<file path="config.mk">
export PLATFORM = sky130hd
export DESIGN_NAME = dmem_arbiter
export DESIGN_NICKNAME = d
export VERILOG_FILES = /design/src/rtl/dmem_arbiter.sv
export SDC_FILE = /design/constraint.sdc
export NUM_CORES = 1
export LEC_CHECK = 0
export BUFFER_PORTS_ARGS = -buffer_cell sky130_fd_sc_hd__buf_2
export CAP_MARGIN = 5
export CORE_MARGIN = 8
export CORE_UTILIZATION = 27
export CTS_CLUSTER_DIAMETER = 80
export DETAILED_ROUTE_END_ITERATION = 6
export PLACE_DENSITY_LB_ADDON = 0.12
export SLEW_MARGIN = 20
export SYNTH_ARGS = -nofsm -noshare
export SYNTH_HDL_FRONTEND = slang
export SYNTH_SLANG_ARGS = --single-unit
</file>
<file path="constraint.sdc">
create_clock -name Clock -period 4.05 [get_ports Clock]
set_clock_uncertainty 0.2 [all_clocks]
set_input_delay 0.6075 -clock Clock [delete_from_list [all_inputs] [get_ports Clock]]
set_output_delay 0.6075 -clock Clock [all_outputs]
set_load 0.02 [all_outputs]
</file>
<file path="src/rtl/dmem_arbiter.sv">
// dmem_arbiter: round-robin arbiter with locked sequences sharing one synchronous data memory between two ports.
module dmem_arbiter #(
   parameter int ADDR_W = 8,
   parameter int DATA_W = 16
) (
   input  logic              Clock,
   input  logic              Reset_n,
   input  logic              r0_req,
   input  logic              r0_we,
   input  logic              r0_lock,
   input  logic [ADDR_W-1:0] r0_addr,
   input  logic [DATA_W-1:0] r0_wdata,
   input  logic              r1_req,
   input  logic              r1_we,
   input  logic              r1_lock,
   input  logic [ADDR_W-1:0] r1_addr,
   input  logic [DATA_W-1:0] r1_wdata,
   output logic              r0_gnt,
   output logic              r1_gnt,
   output logic              r0_rvalid,
   output logic              r1_rvalid,
   output logic [DATA_W-1:0] r0_rdata,
   output logic [DATA_W-1:0] r1_rdata,
   output logic              mem_en,
   output logic              mem_we,
   output logic [ADDR_W-1:0] mem_addr,
   output logic [DATA_W-1:0] mem_wdata,
   input  logic [DATA_W-1:0] mem_rdata
);
   typedef enum logic [1:0] {FREE, LOCK0, LOCK1} state_t;
   state_t state, state_nx;
   logic   last, rv0, rv1;
   always_ff @(posedge Clock) begin
      if (!Reset_n) begin
         state <= FREE;
         last  <= 1'b1;
         rv0   <= 1'b0;
         rv1   <= 1'b0;
      end else begin
         state <= state_nx;
         last  <= r0_gnt ? 1'b0 : r1_gnt ? 1'b1 : last;
         rv0   <= r0_gnt && !r0_we;
         rv1   <= r1_gnt && !r1_we;
      end
   end
   // in FREE a conflict goes to the port that did not win last
   always_comb begin
      r0_gnt    = Reset_n && r0_req && (state == LOCK0 || (state == FREE && (!r1_req || last)));
      r1_gnt    = Reset_n && r1_req && (state == LOCK1 || (state == FREE && (!r0_req || !last)));
      state_nx  = r0_gnt ? (r0_lock ? LOCK0 : FREE) : r1_gnt ? (r1_lock ? LOCK1 : FREE) : state;
      mem_en    = r0_gnt || r1_gnt;
      mem_we    = r0_gnt ? r0_we : r1_gnt ? r1_we : 1'b0;
      mem_addr  = r0_gnt ? r0_addr : r1_gnt ? r1_addr : '0;
      mem_wdata = r0_gnt ? r0_wdata : r1_gnt ? r1_wdata : '0;
      r0_rvalid = rv0;
      r1_rvalid = rv1;
      r0_rdata  = rv0 ? mem_rdata : '0;
      r1_rdata  = rv1 ? mem_rdata : '0;
   end
endmodule

</file>
### Word-level counts from Yosys, hierarchy flattened

Index checks and enable logic that the tools add are counted.
W data, S select, Z words.

* flip-flop bits (word level): 5
* logic and storage cells: 40

* reductions and logical operators: 20
* mux-type cells: 14
* equality and inequality tests: 2

Operators with widths (count)
* $mux W16: 4
* $mux W8: 2
* $logic_and A1 B1 Y1: 8
* $mux W2: 3
* $logic_not A1 Y1: 5
* $logic_or A1 B1 Y1: 5
* $mux W1: 5
* $eq A2 B1 Y1 const B: 1
* $eq A2 B2 Y1 const B: 1
* $logic_not A2 Y1: 1
* $reduce_bool A2 Y1: 1

### Depth between registers and ports, before layout

Gate-level depths: netlist of run 1.

* word-level depth: 7
* mapped depth: 5
* depth with buffers taken out: 3

### Least setup slack after synthesis of run 1

OpenSTA, ideal clock, no wires.

* kind: input port to output port
* from: input r0_req
* to: output mem_wdata[10]
* arrival time: 1596 ps
* slack: 1646 ps
* required time: 3242 ps
* buffers on the path: 1
* stages on the path: 4
* cells stage by stage: nor2b_2 -> a211oi_4 -> buf_6 -> a22o_1

* word-level cells in the longest chain between the ends: 7
* elaborated cells on any way between the ends: 9
* those cells by class: mux: 2; reduce/logical: 7

Ends and longest elaborated chain
* from (decl): line 8 `input logic r0_req,`
* $logic_not A1 Y1: line 49 `r1_gnt = Reset_n && r1_req && (state == LOCK1 || (state == FREE && (!r0_req || !last)));`
* $logic_or A1 B1 Y1: line 49
* $logic_and A1 B1 Y1: line 49
* $logic_or A1 B1 Y1: line 49
* $logic_and A1 B1 Y1: line 49
* via r1_gnt: line 19 `output logic r1_gnt,`
* $mux W16 (2 in series): line 54 `mem_wdata = r0_gnt ? r0_wdata : r1_gnt ? r1_wdata : '0;`
* to (decl): line 27 `output logic [DATA_W-1:0] mem_wdata,`

The timed path passes the listed nets, and every way through them passes these cells.

### Worst setup path after layout of run 1

* from: input r0_req
* to: output mem_wdata[5]

* word-level cells in the longest chain between the ends: 7
* elaborated cells on any way between the ends: 9
* those cells by class: mux: 2; reduce/logical: 7

Ends and longest elaborated chain (line)
* $logic_not A1 Y1: 49
* $logic_or A1 B1 Y1: 49
* $logic_and A1 B1 Y1: 49
* $logic_or A1 B1 Y1: 49
* $logic_and A1 B1 Y1: 49
* $mux W16: 54
* $mux W16 (*): 54

Mark *: on every way between the ends. The rest lies on a longest branch, timed or not.

==> metrics, run 1 <==
DRC viols 0; Final Setup Violations 0; TNS Setup 0 ns; Setup CP Type in -> out; initial antenna violation count 0; Worst EP required 3.24 ns; IO buf count 133; Worst Hold Class reg -> reg; Antenna Cells 0; Setup Fix Bufs, Post-CTS 0; final core occ 0.557; global route overflow 0; Routability Congestion 0.817; routed wire length 3590 um; Clock H-tree levels 1; WP data arrival 2.14 ns; Least-Margin Pin Slew 1.00 ns; minimum clock period 2.95 ns; multi-input logic area 534 um2; Hold Vio Cnt, Final 0; Async S/R FF share, synth 0; hold buffer count at cts 0; Yosys cell types 19; maxcap violations 0; Max clock buf depth 2; Ports 134; CTS Buf Count 3; Final period util 0.729; Via density 4.51; die area 0.00447 mm2; Post-DRT Antenna Nets 0; CTS Sinks 5; crit path capture type primary output; largest area contributor in the netlist a22o_1; Worst-path clk slew 0.04 ns; CTS tree yes; drt pass-1 iters 4; RSZ-0062 raised after global routing false; largest cells by area after synthesis a22o_1 30%, and2_1 29%, dfxtp_1 14%, buf_6 6.4%, a211oi_4 2.9%; slew margin rel. 0.328; main flop type after synthesis dfxtp_1; register area 100 um2; cells after synthesis 84; Seq cells post-synth 5; Core ar. 0.00248 mm2; DP Worst Slack 1.09 ns; top post-synthesis cells by count 32 x and2_1, 24 x a22o_1, 5 x dfxtp_1; pwr/cell area 192 mW/mm2; vias in the first global route 1193; fin nets 288; WL per Instance 14.6 um; largest net degree at the start of global routing 28; Max rail drop VDD 0.000207 V; hpwl dp 3140 um; die height 66.9 um; Synth top area share 0.301; row count 18; synthesis-to-layout area growth 97.1%; first-pass GRT wire length 5220 um; Max Freq 339 MHz; Yosys Warn Count 0; Die Span X 66.9 um; DR iter-0 viols 55; via count 1106; layout cells sized above 1 0.656; post-synth net total 156; number of synthesized flops with an enable pin 0; Avg Inst Size Synth 8.33 um2; smallest setup slack after layout 1.10 ns; crit path launch type input port; Total GRT Usage 0.143; most frequent cell after synthesis and2_1; cts repair resizes 0; Post-Synthesis Cell Area 699 um2; max-slew violations 0; status finished, final reports clean; Clk Latency, worst-skew pair 0.24 ns; fillers 263; CP Max Fanout 27; Pleak 0.908 nW; Root Buffer clkbuf_4; sequential-to-total area share from yosys stat 0.143; Starting Density 0.282
==> worst paths after layout <==
path,start,end,slack [ns],cells after the start
max,r0_req,mem_wdata[5],1.10,5
min,last,last,0.32,2
max reg2reg,state[0],state[1],2.26,3
min reg2reg,last,last,0.32,2
==> routing by layer <==
metal | global-route usage | vias up | share of wire
met1 | 0.128 | 471 | 0.34
met4 | 0.0418 | 0 | 0.0075
met2 | 0.288 | 60 | 0.54
met5 | 0 | - | 0
li1 | - | 571 | -
met3 | 0.0487 | 4 | 0.11
==> power breakdown <==
group          total [W]  internal, W  switching (W)  leakage [nW]
Combinational   0.000151    0.0000687      0.0000828         0.852
Sequential     0.0000576    0.0000527     0.00000489        0.0411
Clock          0.0000562    0.0000372      0.0000190        0.0150
Total           0.000265     0.000159       0.000107         0.908
==> worst max-delay path, stage by stage <==
cell      delay, ns
buf_2          0.10
nor2b_2        0.17
a211oi_4       0.85
a22o_1         0.24
buf_2          0.17
==> cells by family (layout without fill, tap and decap cells) <==
family | count (synthesis) | in the layout | share of synthesized area
compound gates | 31 | 31 | 0.395
mux | 1 | 1 | 0.0161
flops | 5 | 5 | 0.143
buf+inv | 9 | 140 | 0.0930
simple gates | 38 | 38 | 0.352
==> state kept, by name (all words and copies together), names as in the netlist <==
signal / flops
last: 1
r0_rvalid: 1
r1_rvalid: 1
state: 2
==> through the flow <==
stage                     std cells  power (W)  hold slack (ns)  area [um2]
after floorplan                  84   0.000146            0.270         699
after global placement          241   0.000209            0.285        1350
after detailed placement        241   0.000212            0.317        1350
after CTS                       245   0.000271            0.320        1380
after global routing            245   0.000285            0.342        1380
final                           245   0.000265            0.318        1380
==> layout make-up <==
cell class,count,area share
clock buffers,4,0.0191
inverters,2,0.00544
well taps,30,0.0272
multi-input cells,70,0.387
repair buffers,134,0.488
flip-flops and latches,5,0.0726
==> placed cells by master (no fill, tap or decap), drive strengths merged <==
cell,netlist,layout
nand2,1,1
mux2,1,1
inv,2,2
a22o,24,24
and2,32,32
dfxtp,5,5
nand2b,2,2
a21oi,2,2
a211oi,1,1
o211a,1,1
a32o,2,2
nor2b,2,2
clkbuf,2,4
and2b,1,1
a31oi,1,1
buf,5,134
(Power assumes the default switching activity.)
==> run 2, diff against run 1 <==
Settings changed: ABC_AREA from default to 1, CORE_UTILIZATION 27 to 26.
Clock period 4.05 ns to 2.45 ns, I/O delays scaled along.
==> run 2 against run 1 <==
  * Die area up 21%
  * Via count grew 26%
  * Utilization fell by 8.4 points
  * Highest routed layer unchanged
==> metrics, run 2 <==
Final period util 0.798; row count 21 (+3); Post-Synthesis Cell Area 866 um2 (+24%); sequential-to-total area share from yosys stat 0.116 (-0.0275); Root Buffer clkbuf_4; TNS Setup 0 ns (unchanged); vias in the first global route 1452 (+22%); Antenna Cells 0 (unchanged); CP Cell Sequence inv_2 > nand2_2 > nor2_4 > nand2_2 > inv_4 > nand2_1 > nand2_1 > buf_2; most frequent cell after synthesis nand2_1; register area 100 um2 (unchanged); fillers 382 (+45%); top post-synthesis cells by count 101 x nand2_1, 33 x inv_1, 12 x nand2_2; Max clock buf depth 2 (unchanged); NetSw 0.000192 W (+80%); commonest non-fill, non-tap cell in the layout buf_2; Seq cells post-synth 5 (unchanged); Largest stage delay, worst path 0.32 ns (-0.53 ns); Setup Fix Bufs, Post-CTS 0 (unchanged); Total GRT Usage 0.136 (-0.00720); crit path capture type primary output; Max rail drop VDD 0.000123 V (-41%); Most flops, register state; multi-input logic area 538 um2 (+0.70%); Setup CP Type reg -> out; Least-Margin Pin Slew 0.558 ns (-0.447 ns); slew margin rel. 0.628 (+0.299); hold buffer count at cts 0 (unchanged); Final Setup Violations 0 (unchanged); Async S/R FF share, synth 0 (unchanged); final hold slack 0.105 ns (-0.212 ns); switching share of total power 0.440 (+0.0380); minimum clock period 1.96 ns; WL per Instance 10.9 um (-26%); R2R Setup Slk 1.27 ns (-0.99 ns); max reg flops 2 (unchanged); Synth top area share 0.438 (+0.137); die height 73.7 um (+10%); maxcap violations 0 (unchanged); WP data arrival 1.39 ns (-0.75 ns); Clk Latency, worst-skew pair 0.24 ns (about the same); IO buf count 133 (unchanged); Via density 3.96 (-12%); Max Freq 511 MHz; critical path depth in cells 8 (+3); DR iter-0 viols 22 (-60%); hpwl dp 3380 um (+7.9%); RSZ-0062 raised after global routing false; Hold Vio Cnt, Final 0 (unchanged); synthesis-to-layout area growth 77.9%; Worst Hold Class in -> reg; drt pass-1 iters 4 (unchanged); Core ar. 0.00326 mm2 (+32%); initial antenna violation count 0 (unchanged); CTS Sinks 5 (unchanged); most frequent cells in the layout 133 x buf_2, 101 x nand2_1, 33 x inv_1; die area 0.00543 mm2 (+21%); first-pass GRT wire length 5940 um (+14%); routed wire length 3840 um (+6.9%); slowest cell on the critical path dfxtp_1; Starting Density 0.266 (-0.0166); max-slew violations 0 (unchanged); CTS tree yes; Yosys cell types 18 (-1); Clk pwr share 0.217 (+0.005); WHS Path Cells 2 (unchanged); critical path buffer and inverter count 3 (+1); post-synth net total 249 (+60%); cells after synthesis 177 (+110%); main flop type after synthesis dfxtp_1; cell family with the largest share of critical-path delay buffers and inverters; pwr/cell area 283 mW/mm2 (+47%); Routability Congestion 0.776 (-4.9%); Worst EP required 1.88 ns (-1.36 ns); largest cells by area after synthesis nand2_1 44%, inv_1 14%, dfxtp_1 12%, nand2_2 8.7%, buf_6 2.6%; Post-DRT Antenna Nets 0 (unchanged); cts repair resizes 0 (unchanged); Avg Inst Size Synth 4.89 um2 (-41%); global route overflow 0 (unchanged); layout cells sized above 1 0.513 (-0.143); fin nets 379 (+32%); Ports 134 (unchanged); Reg2Reg Depth 6 (+3); crit path launch type register; number of synthesized flops with an enable pin 0 (unchanged); Clock H-tree levels 1 (unchanged); status finished, final reports clean; via count 1393 (+26%); Combinational Power Share 0.567 (-0.004); P_int 0.000244 W (+54%); DRC viols 0 (unchanged); Yosys Warn Count 0 (unchanged); CTS Buf Count 3 (unchanged); largest area contributor in the netlist nand2_1; largest net degree at the start of global routing 28 (unchanged); Pleak 1.28 nW (+41%); Worst-path clk slew 0.05 ns (about the same); Seq pwr share 0.215 (-0.002); Die Span X 73.7 um (+10%); CP Max Fanout 27 (unchanged)
-- run 2: per-layer routing --
| layer | up-vias | track usage | share of wire |
|---|---|---|---|
| li1 | 753 | - | - |
| met1 | 548 | 0.114 | 0.35 |
| met2 | 90 | 0.248 | 0.45 |
| met3 | 2 | 0.0969 | 0.19 |
| met4 | 0 | 0.0333 | 0.0057 |
| met5 | - | 0 | 0 |
-- run 2: power groups by stage --
stage	logic, W	clock network (W)	registers [W]
detailed placement	0.000251	0	0.0000955
CTS	0.000252	0.000101	0.0000940
finish	0.000247	0.0000948	0.0000938
global placement	0.000252	0	0.0000956
floorplan	0.000148	0	0.0000911
global route	0.000275	0.000108	0.0000952
-- run 2: path summary, 6_finish.rpt --
path | startpoint | endpoint
min | r0_we | r0_rvalid
min reg2reg | state[0] | state[0]
max reg2reg | state[1] | last
max | state[1] | mem_addr[7]
-- run 2: layout make-up --
class,instances,area share
multi-input cells,126,0.349
well taps,46,0.0374
clock buffers,4,0.0171
inverters,38,0.0991
repair buffers,133,0.432
flip-flops and latches,5,0.0650
-- run 2: logic make-up after synthesis --
| logic type | after synthesis | share of synthesized area |
|---|---|---|
| and+or+nand+nor | 123 | 0.600 |
| DFF | 5 | 0.116 |
| AOI/OAI and AO/OA | 3 | 0.0217 |
| buffers and inverters | 46 | 0.263 |
-- run 2: metrics by stage --
step / worst slack [ns] / instances / instance area, um2 / util / power [W]
2_1_floorplan: 0.829 / 177 / 866 / - / 0.000239
3_3_place_gp: 0.600 / 348 / 1510 / 0.465 / 0.000347
3_5_place_dp: 0.607 / 348 / 1510 / 0.465 / 0.000347
4_1_cts: 0.463 / 352 / 1540 / 0.473 / 0.000447
5_1_grt: 0.342 / 352 / 1540 / 0.473 / 0.000479
6_report: 0.495 / 352 / 1540 / 0.473 / 0.000436
-- run 2: worst register-to-register path, stage by stage, from the launching register on --
cell,delay [ns]
dfxtp_1,0.32
inv_2,0.06
nand2_2,0.06
nor2_4,0.09
nand2_2,0.08
inv_4,0.21
a21oi_2,0.05
==> run 3, diff against run 2 <==
Clock period 2.45 ns to 1.7 ns, I/O delays scaled along.
==> run 3 against run 2 <==
  * The run now ends with negative setup slack left
  * Critical path depth decreased by 2
  * Utilization up 13 points
  * Clock power rose by 50%
  * Largest power group unchanged
  * Count of clock-buffer cells in the layout is the same
  * Critical path type unchanged
  * First-iteration DRC count increased by 36%
  * Register-to-register slack got worse by 0.86 ns
  * Cell count grew 3.4%
  * Global-route usage grew 2.1 points
  * Sequential cell count did not move
==> metrics, run 3 (synthesis gave the netlist of run 2 again) <==
status finished with violations; failing checks negative setup slack; post-route insts no fill 364 (+3.4%); synthesis-to-layout area growth 129%; Worst-path clk slew 0.05 ns (about the same); Total GRT Usage 0.156 (+0.0209); die area 0.00543 mm2 (unchanged); smallest setup slack after layout -0.108 ns (-0.602 ns); CP Max Fanout 7 (-74%); Core ar. 0.00326 mm2 (unchanged); Clk pwr share 0.182 (-0.035); TNS Setup -2.22 ns (-2.22 ns); Antenna Cells 0 (unchanged); P_int 0.000439 W (+80%); Worst EP required 1.24 ns (-0.64 ns); slowest cell on the critical path dfxtp_1; design area 0.00198 mm2 (+29%); pwr/cell area 393 mW/mm2 (+39%); drt pass-1 iters 4 (unchanged); first-pass GRT wire length 6770 um (+14%); hpwl dp 3470 um (+2.7%); placed insts 350 (+0.57%); die height 73.7 um (unchanged); CTS tree yes; CP Cell Sequence nand3_2 > nand2_8 > clkinv_8 > nand2_2 > nand2_2 > buf_6; WP data arrival 1.35 ns (-0.04 ns); DR iter-0 viols 30 (+36%); Tot Pwr 0.000779 W (+79%); CTS Sinks 5 (unchanged); Setup CP Type reg -> out; Starting Density 0.266 (unchanged); Hold Vio Cnt, Final 0 (unchanged); Final period util 1.06; WL per Instance 12.7 um (+17%); CTS Buf Count 3 (unchanged); Most flops, register state; fillers 329 (-14%); IO buf count 133 (unchanged); layout cells sized above 1 0.664 (+0.150); crit path capture type primary output; Max Freq 553 MHz; Clock H-tree levels 1 (unchanged); Final Setup Violations 27 (+27); NetSw 0.000339 W (+77%); global route overflow 0 (unchanged); Die Span X 73.7 um (unchanged); Max rail drop VDD 0.000186 V (+51%); fin nets 391 (+3.2%); via count 1493 (+7.2%); Least-Margin Pin Slew 0.179 ns (-0.379 ns); routed wire length 4630 um (+21%); final core occ 0.608 (+0.135); max-slew violations 0 (unchanged); Root Buffer clkbuf_4; commonest non-fill, non-tap cell in the layout buf_2; Routability Congestion 0.754 (-2.8%); Ports 134 (unchanged); Combinational Power Share 0.654 (+0.087); slew margin rel. 0.881 (+0.253); Worst Hold Class in -> reg; crit path launch type register; maxcap violations 0 (unchanged); CP most frequent cell nand2_2; most frequent cells in the layout 105 x buf_2, 61 x nand2_1, 49 x nand2_2; initial antenna violation count 0 (unchanged); switching share of total power 0.436 (-0.00457); Seq pwr share 0.165 (-0.050); DRC viols 0 (unchanged); Largest stage delay, worst path 0.37 ns (+0.05 ns); Via density 4.10 (+3.6%); RSZ-0062 raised after global routing true; max reg flops 2 (unchanged); Clk Latency, worst-skew pair 0.24 ns (about the same); Max clock buf depth 2 (unchanged); row count 21 (unchanged); Area after DPL 0.00153 mm2 (+0.99%); largest net degree at the start of global routing 18 (-36%); vias in the first global route 1555 (+7.1%); Pleak 1.40 nW (+9.1%); minimum clock period 1.81 ns; Post-DRT Antenna Nets 0 (unchanged)
## run 3: area by class of cell
class                   count  area, um2  area share
multi-input cells         126        672       0.339
clock buffers               4       26.3      0.0133
flip-flops and latches      5        103      0.0518
well taps                  46       57.6      0.0291
repair inverters            4       60.1      0.0303
repair buffers            141        898       0.454
inverters                  38        163      0.0822
## run 3: layer usage
| metal | GRT usage | up-vias | routed length, um |
|---|---|---|---|
| li1 | - | 777 | - |
| met1 | 0.131 | 620 | 1500 |
| met2 | 0.287 | 92 | 2320 |
| met3 | 0.102 | 4 | 774 |
| met4 | 0.0532 | 0 | 38 |
| met5 | 0 | - | 0 |
## run 3: timing repair
action | CTS | global route
hold endpoints to repair | 2 | 0
pin swaps | 1 | 18
endpoints found under the setup margin | 27 | 28
gates cloned | 3 | 1
gates resized for setup | 76 | 38
hold buffers | 2 | 0
buffers inserted | 2 | 2
## run 3: power groups by stage
| stage | sequential [W] | combinational, W | clock [W] |
|---|---|---|---|
| floorplan | 0.000131 | 0.000214 | 0 |
| global placement | 0.000129 | 0.000375 | 0 |
| detailed placement | 0.000129 | 0.000374 | 0 |
| CTS | 0.000127 | 0.000475 | 0.000148 |
| global route | 0.000128 | 0.000550 | 0.000152 |
| finish | 0.000128 | 0.000509 | 0.000142 |
## run 3: worst paths after layout
check            from            end  slack (ns)  cells past startpoint
max              last  mem_wdata[11]       -0.11                      6
min           r1_lock       state[1]        0.11                      3
max reg2reg  state[0]           last        0.41                      7
min reg2reg  state[0]       state[0]        0.28                      2
## run 3: critical path, delay by kind of cell (launching register included)
family	cells	cell delay (ns)
buffers and inverters	2	0.23
AND/OR/NAND/NOR	4	0.50
flip-flops	1	0.37
## run 3: per-stage QoR
| step | worst slack [ns] | hold slack [ns] |
|---|---|---|
| after global placement | 0.0640 | 0.247 |
| after floorplan | 0.191 | 0.127 |
| after CTS | -0.0829 | 0.0834 |
| after global routing | -0.172 | 0.122 |
| final | -0.108 | 0.109 |
| after detailed placement | 0.0756 | 0.245 |
